$ cat src/rtl/two_digit_bcd_counter.sv
// Two-digit BCD up-counter (00..MAX_COUNT, wraps to 00) with optional prescaler,
// driving two active-low 7-segment displays (HEX1 = tens, HEX0 = ones).
module two_digit_bcd_counter #(
    parameter int MAX_COUNT = 20,
    parameter int TICK_DIV  = 1
) (
    input  logic       CLOCK_50,
    input  logic       KEY0,
    output logic [6:0] HEX0,
    output logic [6:0] HEX1
);

    localparam int              CNT_W    = (TICK_DIV > 1) ? $clog2(TICK_DIV) : 1;
    localparam logic [CNT_W-1:0] CNT_LAST = CNT_W'(TICK_DIV - 1);
    localparam logic [3:0]      MAX_TENS = 4'(MAX_COUNT / 10);
    localparam logic [3:0]      MAX_ONES = 4'(MAX_COUNT % 10);

    logic [3:0]       ones;
    logic [3:0]       tens;
    logic [CNT_W-1:0] cnt;
    logic             tick;

    assign tick = (cnt == CNT_LAST);

    always_ff @(posedge CLOCK_50 or posedge KEY0) begin
        if (KEY0) begin
            cnt <= '0;
        end else if (tick) begin
            cnt <= '0;
        end else begin
            cnt <= cnt + 1'b1;
        end
    end

    // Terminal count is compared digit-wise in decimal, not as a binary value.
    always_ff @(posedge CLOCK_50 or posedge KEY0) begin
        if (KEY0) begin
            ones <= '0;
            tens <= '0;
        end else if (tick) begin
            if (tens == MAX_TENS && ones == MAX_ONES) begin
                ones <= '0;
                tens <= '0;
            end else if (ones == 4'd9) begin
                ones <= '0;
                tens <= tens + 4'd1;
            end else begin
                ones <= ones + 4'd1;
            end
        end
    end

    function automatic logic [6:0] seg7(input logic [3:0] d);
        logic [6:0] s;
        case (d)
            4'd0:    s = 7'b1000000;
            4'd1:    s = 7'b1111001;
            4'd2:    s = 7'b0100100;
            4'd3:    s = 7'b0110000;
            4'd4:    s = 7'b0011001;
            4'd5:    s = 7'b0010010;
            4'd6:    s = 7'b0000010;
            4'd7:    s = 7'b1111000;
            4'd8:    s = 7'b0000000;
            4'd9:    s = 7'b0010000;
            default: s = 7'b1111111;
        endcase
        return s;
    endfunction

    always_comb begin
        HEX0 = seg7(ones);
        HEX1 = seg7(tens);
    end

endmodule

$ cat config.mk
export PLATFORM = sky130hd
export DESIGN_NAME = two_digit_bcd_counter
export DESIGN_NICKNAME = d
export VERILOG_FILES = /design/src/rtl/two_digit_bcd_counter.sv
export SDC_FILE = /design/constraint.sdc
export NUM_CORES = 1
export LEC_CHECK = 0
export CAP_MARGIN = 20
export CORE_MARGIN = 2
export CORE_UTILIZATION = 29
export DETAILED_ROUTE_END_ITERATION = 10
export PLACE_DENSITY = 0.54
export SYNTH_ARGS = -nofsm -noshare
export SYNTH_HDL_FRONTEND = slang
export SYNTH_SLANG_ARGS = --single-unit
$ cat constraint.sdc
create_clock -name CLOCK_50 -period 4.4 [get_ports CLOCK_50]
set_input_delay 0.88 -clock CLOCK_50 [delete_from_list [all_inputs] [get_ports CLOCK_50]]
set_output_delay 0.88 -clock CLOCK_50 [all_outputs]
set_load 0.05 [all_outputs]
==> reports/results.md <==
| Step | Metric | This run |
|---|---|---|
| drt | DR pass1 iterations | 4 |
| timing | F_max | 312 MHz |
| clocking | Clk sinks | 8 |
| synth | Most area-hungry cell type in the Yosys netlist | sky130_fd_sc_hd__dfrtp_1 |
| flow run | Max-cap violations | 0 |
| die | Horizontal die dimension | 54.8 µm |
| hold path | Hold path startpoint | ones[0]$_DFF_PP0_ |
| synth | Proportion of synthesized chip area in sequential cells | 0.267 |
| placed design | Final weighted congestion in routability-driven placement | 0.697 |
| synth | Number of enable flip-flop cells after synthesis | 0 |
| clocking | Post-CTS sizing | 0 |
| synth | Combinational family with the most area after synthesis | simple AND/OR/NAND/NOR gates |
| layout | Final standard cell area without fillers | 942 µm² |
| worst setup path | Slowest cell on crit path | sky130_fd_sc_hd__clkdlybuf4s50_1 |
| grt | Total overflow reported by the global router | 0 |
| drt | Detail-routed via count per cell | 4.78 |
| worst setup path | Combined buffer and inverter count along the critical path | 2 |
| clocking | Maximum level of the CTS H-tree | 1 |
| timing | RSZ-0062 raised after global routing | no |
| worst setup path | FF-to-FF path depth | 5 |
| timing | Final hold slack | 0.568 ns |
| synth | Number of warnings issued by yosys | 0 |
| synth | Post-synth cell types | 23 |
| worst setup path | Worst Path Arrival | 2.32 ns |
| die | Number of standard-cell rows in the floorplan | 18 |
| timing | Total of endpoints with negative setup slack in the final report | 0 |
| placed design | Number of buffers inserted by port buffering | 15 |
| timing | Final clock period utilization by the worst path | 0.727 |
| clocking | Number of clock buffers inserted by TritonCTS | 3 |
| die | Floorplan die area | 3010 µm² |
| placed design | Area after DPL | 920 µm² |
| synth | Cell types with the highest counts after synthesis | sky130_fd_sc_hd__a21oi_1 (11), sky130_fd_sc_hd__inv_1 (11), sky130_fd_sc_hd__ha_1 (10) |
| timing | Pin slew with the least headroom to its limit | 0.547 ns |
| synth | Synthesized area | 749 µm² |
| drt | Antenna Violating Nets Remaining | 0 |
| die | IO Pins | 16 |
| synth | Area share of the largest cell type after synthesis | 0.267 |
| worst setup path | Largest delay contributor family on the critical path | buffers and inverters |
| worst setup path | Worst reg2reg startpoint | tens[0]$_DFFE_PP0P_ |
| drt | Post-DR wirelength/cell | 11.0 µm |
| synth | Fraction of registers with async set or reset after synthesis | 1.00 |
| die | Initial core utilization | 0.305 |
| pwr | Overall power | 0.136 mW |
| worst setup path | Class of the most critical setup path | reg -> out |
| hold path | Worst Hold Path EP | ones[0]$_DFF_PP0_ |
| grt | Antenna violations before repair | 0 |
| clocking | Clock slew at the register clock pins of the worst setup and hold paths | 0.06 ns |
| timing | Slew headroom | 0.636 |
| grt | Largest net degree at the start of global routing | 18 |
| drt | DRC violation total after the first TritonRoute iteration | 16 |
| synth | Adder and majority cell fraction of the synthesized area | 0.167 |
| timing | Min Clock Period, post-route | 3.20 ns |
| clocking | Clock tree buffer depth | 2 |
| die | Die Y-Extent | 54.8 µm |
| layout | Final nets | 122 |
| synth | Post-Synthesis Net Count | 106 |
| clocking | Clock latency on the worst-skew pair | 0.26 ns |
| synth | Area fraction in compound gates after synthesis | 0.190 |
| pwr | Power per Cell Area | 144 nW/µm² |
| timing | Number of max-slew violations in the final report | 0 |
| synth | Cell types occupying the most area after synthesis | sky130_fd_sc_hd__dfrtp_1 (27%), sky130_fd_sc_hd__ha_1 (17%), sky130_fd_sc_hd__a21oi_1 (7.3%) |
| pwr | Worst IR Drop VDD | 0.0745 mV |
| synth | Gate count of the mapped netlist | 94 |
| worst setup path | Maximum net fanout on the critical path | 8 |
| timing | Worst Clk Skew | 0.00338 ns |
| status | Run status | complete, no violations |
| synth | Flops & latches, synth | 8 |
| worst setup path | Crit start category | flip-flop |
| worst setup path | Crit path cell chain | inv_1 > ha_1 > or2_2 > a21oi_1 > a31oi_1 > clkdlybuf4s50_1 |
| hold path | Min-delay worst type | reg -> reg |
| clocking | Post-CTS Hold Fix Bufs | 0 |
| clocking | Post-CTS setup buffer count | 0 |
| layout | Antenna cells | 0 |
| timing | Final sum of negative setup slack | 0 ns |
| synth | Post-synthesis simple-gate area fraction | 0.239 |
| worst setup path | Reg2reg setup slack | 2.70 ns |
| layout | Area delta synth->final | 25.7% |
| clocking | Clk Tree Root Cell | sky130_fd_sc_hd__clkbuf_4 |
| drt | Vias after detailed routing | 659 |
| pwr | Lkg Pwr | 0.436 nW |
| grt | Global-route wire length before repair | 2550 µm |
| drt | Final routed DRC violation total | 0 |
| worst setup path | Worst r2r dst | ones[3]$_DFF_PP0_ |
| synth | Fraction of synthesized area in multiplexers | 0 |
| grt | Overall global routing resource usage | 0.118 |
| worst setup path | Required time of the critical path | 3.52 ns |
| hold path | Hold Path Stages | 1 |
| die | Area of the core | 2450 µm² |
| synth | Avg Cell Area, Syn | 7.97 µm² |
| clocking | CTS tree | yes |
| worst setup path | CP peak stage delay | 0.73 ns |
| placed design | Post-detail-place hpwl | 1130 µm |
| layout | Fraction of layout cells with a size suffix above 1 | 0.0741 |
| drt | WL final | 1520 µm |
| worst setup path | Capturing element type of the critical path | output port |
| grt | Via count of the first global-routing pass | 573 |
| synth | Post-Synth XOR/XNOR Area | 0.0584 |
| timing | Final hold viol count | 0 |
| synth | Most common flop cell mapped by yosys | sky130_fd_sc_hd__dfrtp_1 |
[power by group]
part	switching, mW	total (mW)	internal (mW)
registers	0	0.0735	0.0735
logic	0.00160	0.00242	0.000825
clock network	0.0285	0.0600	0.0315
[cell families (layout without fill, tap and decap cells)]
kind of cell,after synthesis,after routing
AO/OA/AOI/OAI,23,23
buffers and inverters,15,29
flip-flops,8,8
XOR/XNOR,5,5
adder cells (fa/ha/maj),10,10
AND/OR/NAND/NOR,33,33
[layer usage]
metal,up-vias,global-route usage,share of wire
li1,345,-,-
met1,296,0.146,0.48
met2,16,0.196,0.47
met3,2,0.0164,0.040
met4,0,0.0625,0.0079
met5,-,0,0
[through the flow]
step | util | worst slack (ns) | cells
floorplan | - | 1.62 | 94
global placement | 0.375 | 1.51 | 135
detailed placement | 0.375 | 1.51 | 135
CTS | 0.384 | 1.21 | 138
global route | 0.384 | 1.07 | 138
finish | 0.384 | 1.20 | 138
[cell usage in the layout (no fill, tap or decap), types with 3 or more instances in the layout]
| master | count |
|---|---|
| sky130_fd_sc_hd__clkbuf_4 | 3 |
| sky130_fd_sc_hd__nand2_1 | 8 |
| sky130_fd_sc_hd__xnor2_1 | 5 |
| sky130_fd_sc_hd__o21ai_0 | 8 |
| sky130_fd_sc_hd__clkdlybuf4s50_1 | 15 |
| sky130_fd_sc_hd__ha_1 | 10 |
| sky130_fd_sc_hd__a21oi_1 | 11 |
| sky130_fd_sc_hd__inv_1 | 11 |
| sky130_fd_sc_hd__nand2b_1 | 5 |
| sky130_fd_sc_hd__nor2_1 | 9 |
| sky130_fd_sc_hd__dfrtp_1 | 8 |
[final cells by class]
class | instances | area, µm²
Inverter | 11 | 41.3
Sequential cell | 8 | 200
Timing Repair Buffer | 15 | 150
Multi-Input combinational cell | 71 | 490
Fill cell | 265 | 1510
Clock buffer | 3 | 22.5
Tap cell | 30 | 37.5
[sequential cells by signal, summed over array words and instances (netlist names)]
name,count
tens,4
ones,4
[worst max path at each step]
stage | from | endpoint | slack, ns | depth (start not counted)
floorplan | ones[1]$_DFF_PP0_ | HEX0[4] | 1.62 | 5
detailed placement | tens[0]$_DFFE_PP0P_ | HEX1[2] | 1.51 | 5
finish | ones[1]$_DFF_PP0_ | HEX0[0] | 1.20 | 6
global route | ones[1]$_DFF_PP0_ | HEX0[3] | 1.07 | 6
CTS | ones[1]$_DFF_PP0_ | HEX0[0] | 1.21 | 6
global placement | tens[0]$_DFFE_PP0P_ | HEX1[2] | 1.51 | 5
[worst register-to-register path, cell delays in order, from the launching register on]
cell	delay, ns
sky130_fd_sc_hd__dfrtp_1	0.45
sky130_fd_sc_hd__inv_1	0.13
sky130_fd_sc_hd__ha_1	0.17
sky130_fd_sc_hd__or3b_4	0.42
sky130_fd_sc_hd__o41ai_4	0.32
sky130_fd_sc_hd__nor2_1	0.09
No activity file was read; power rests on OpenSTA's default activity.
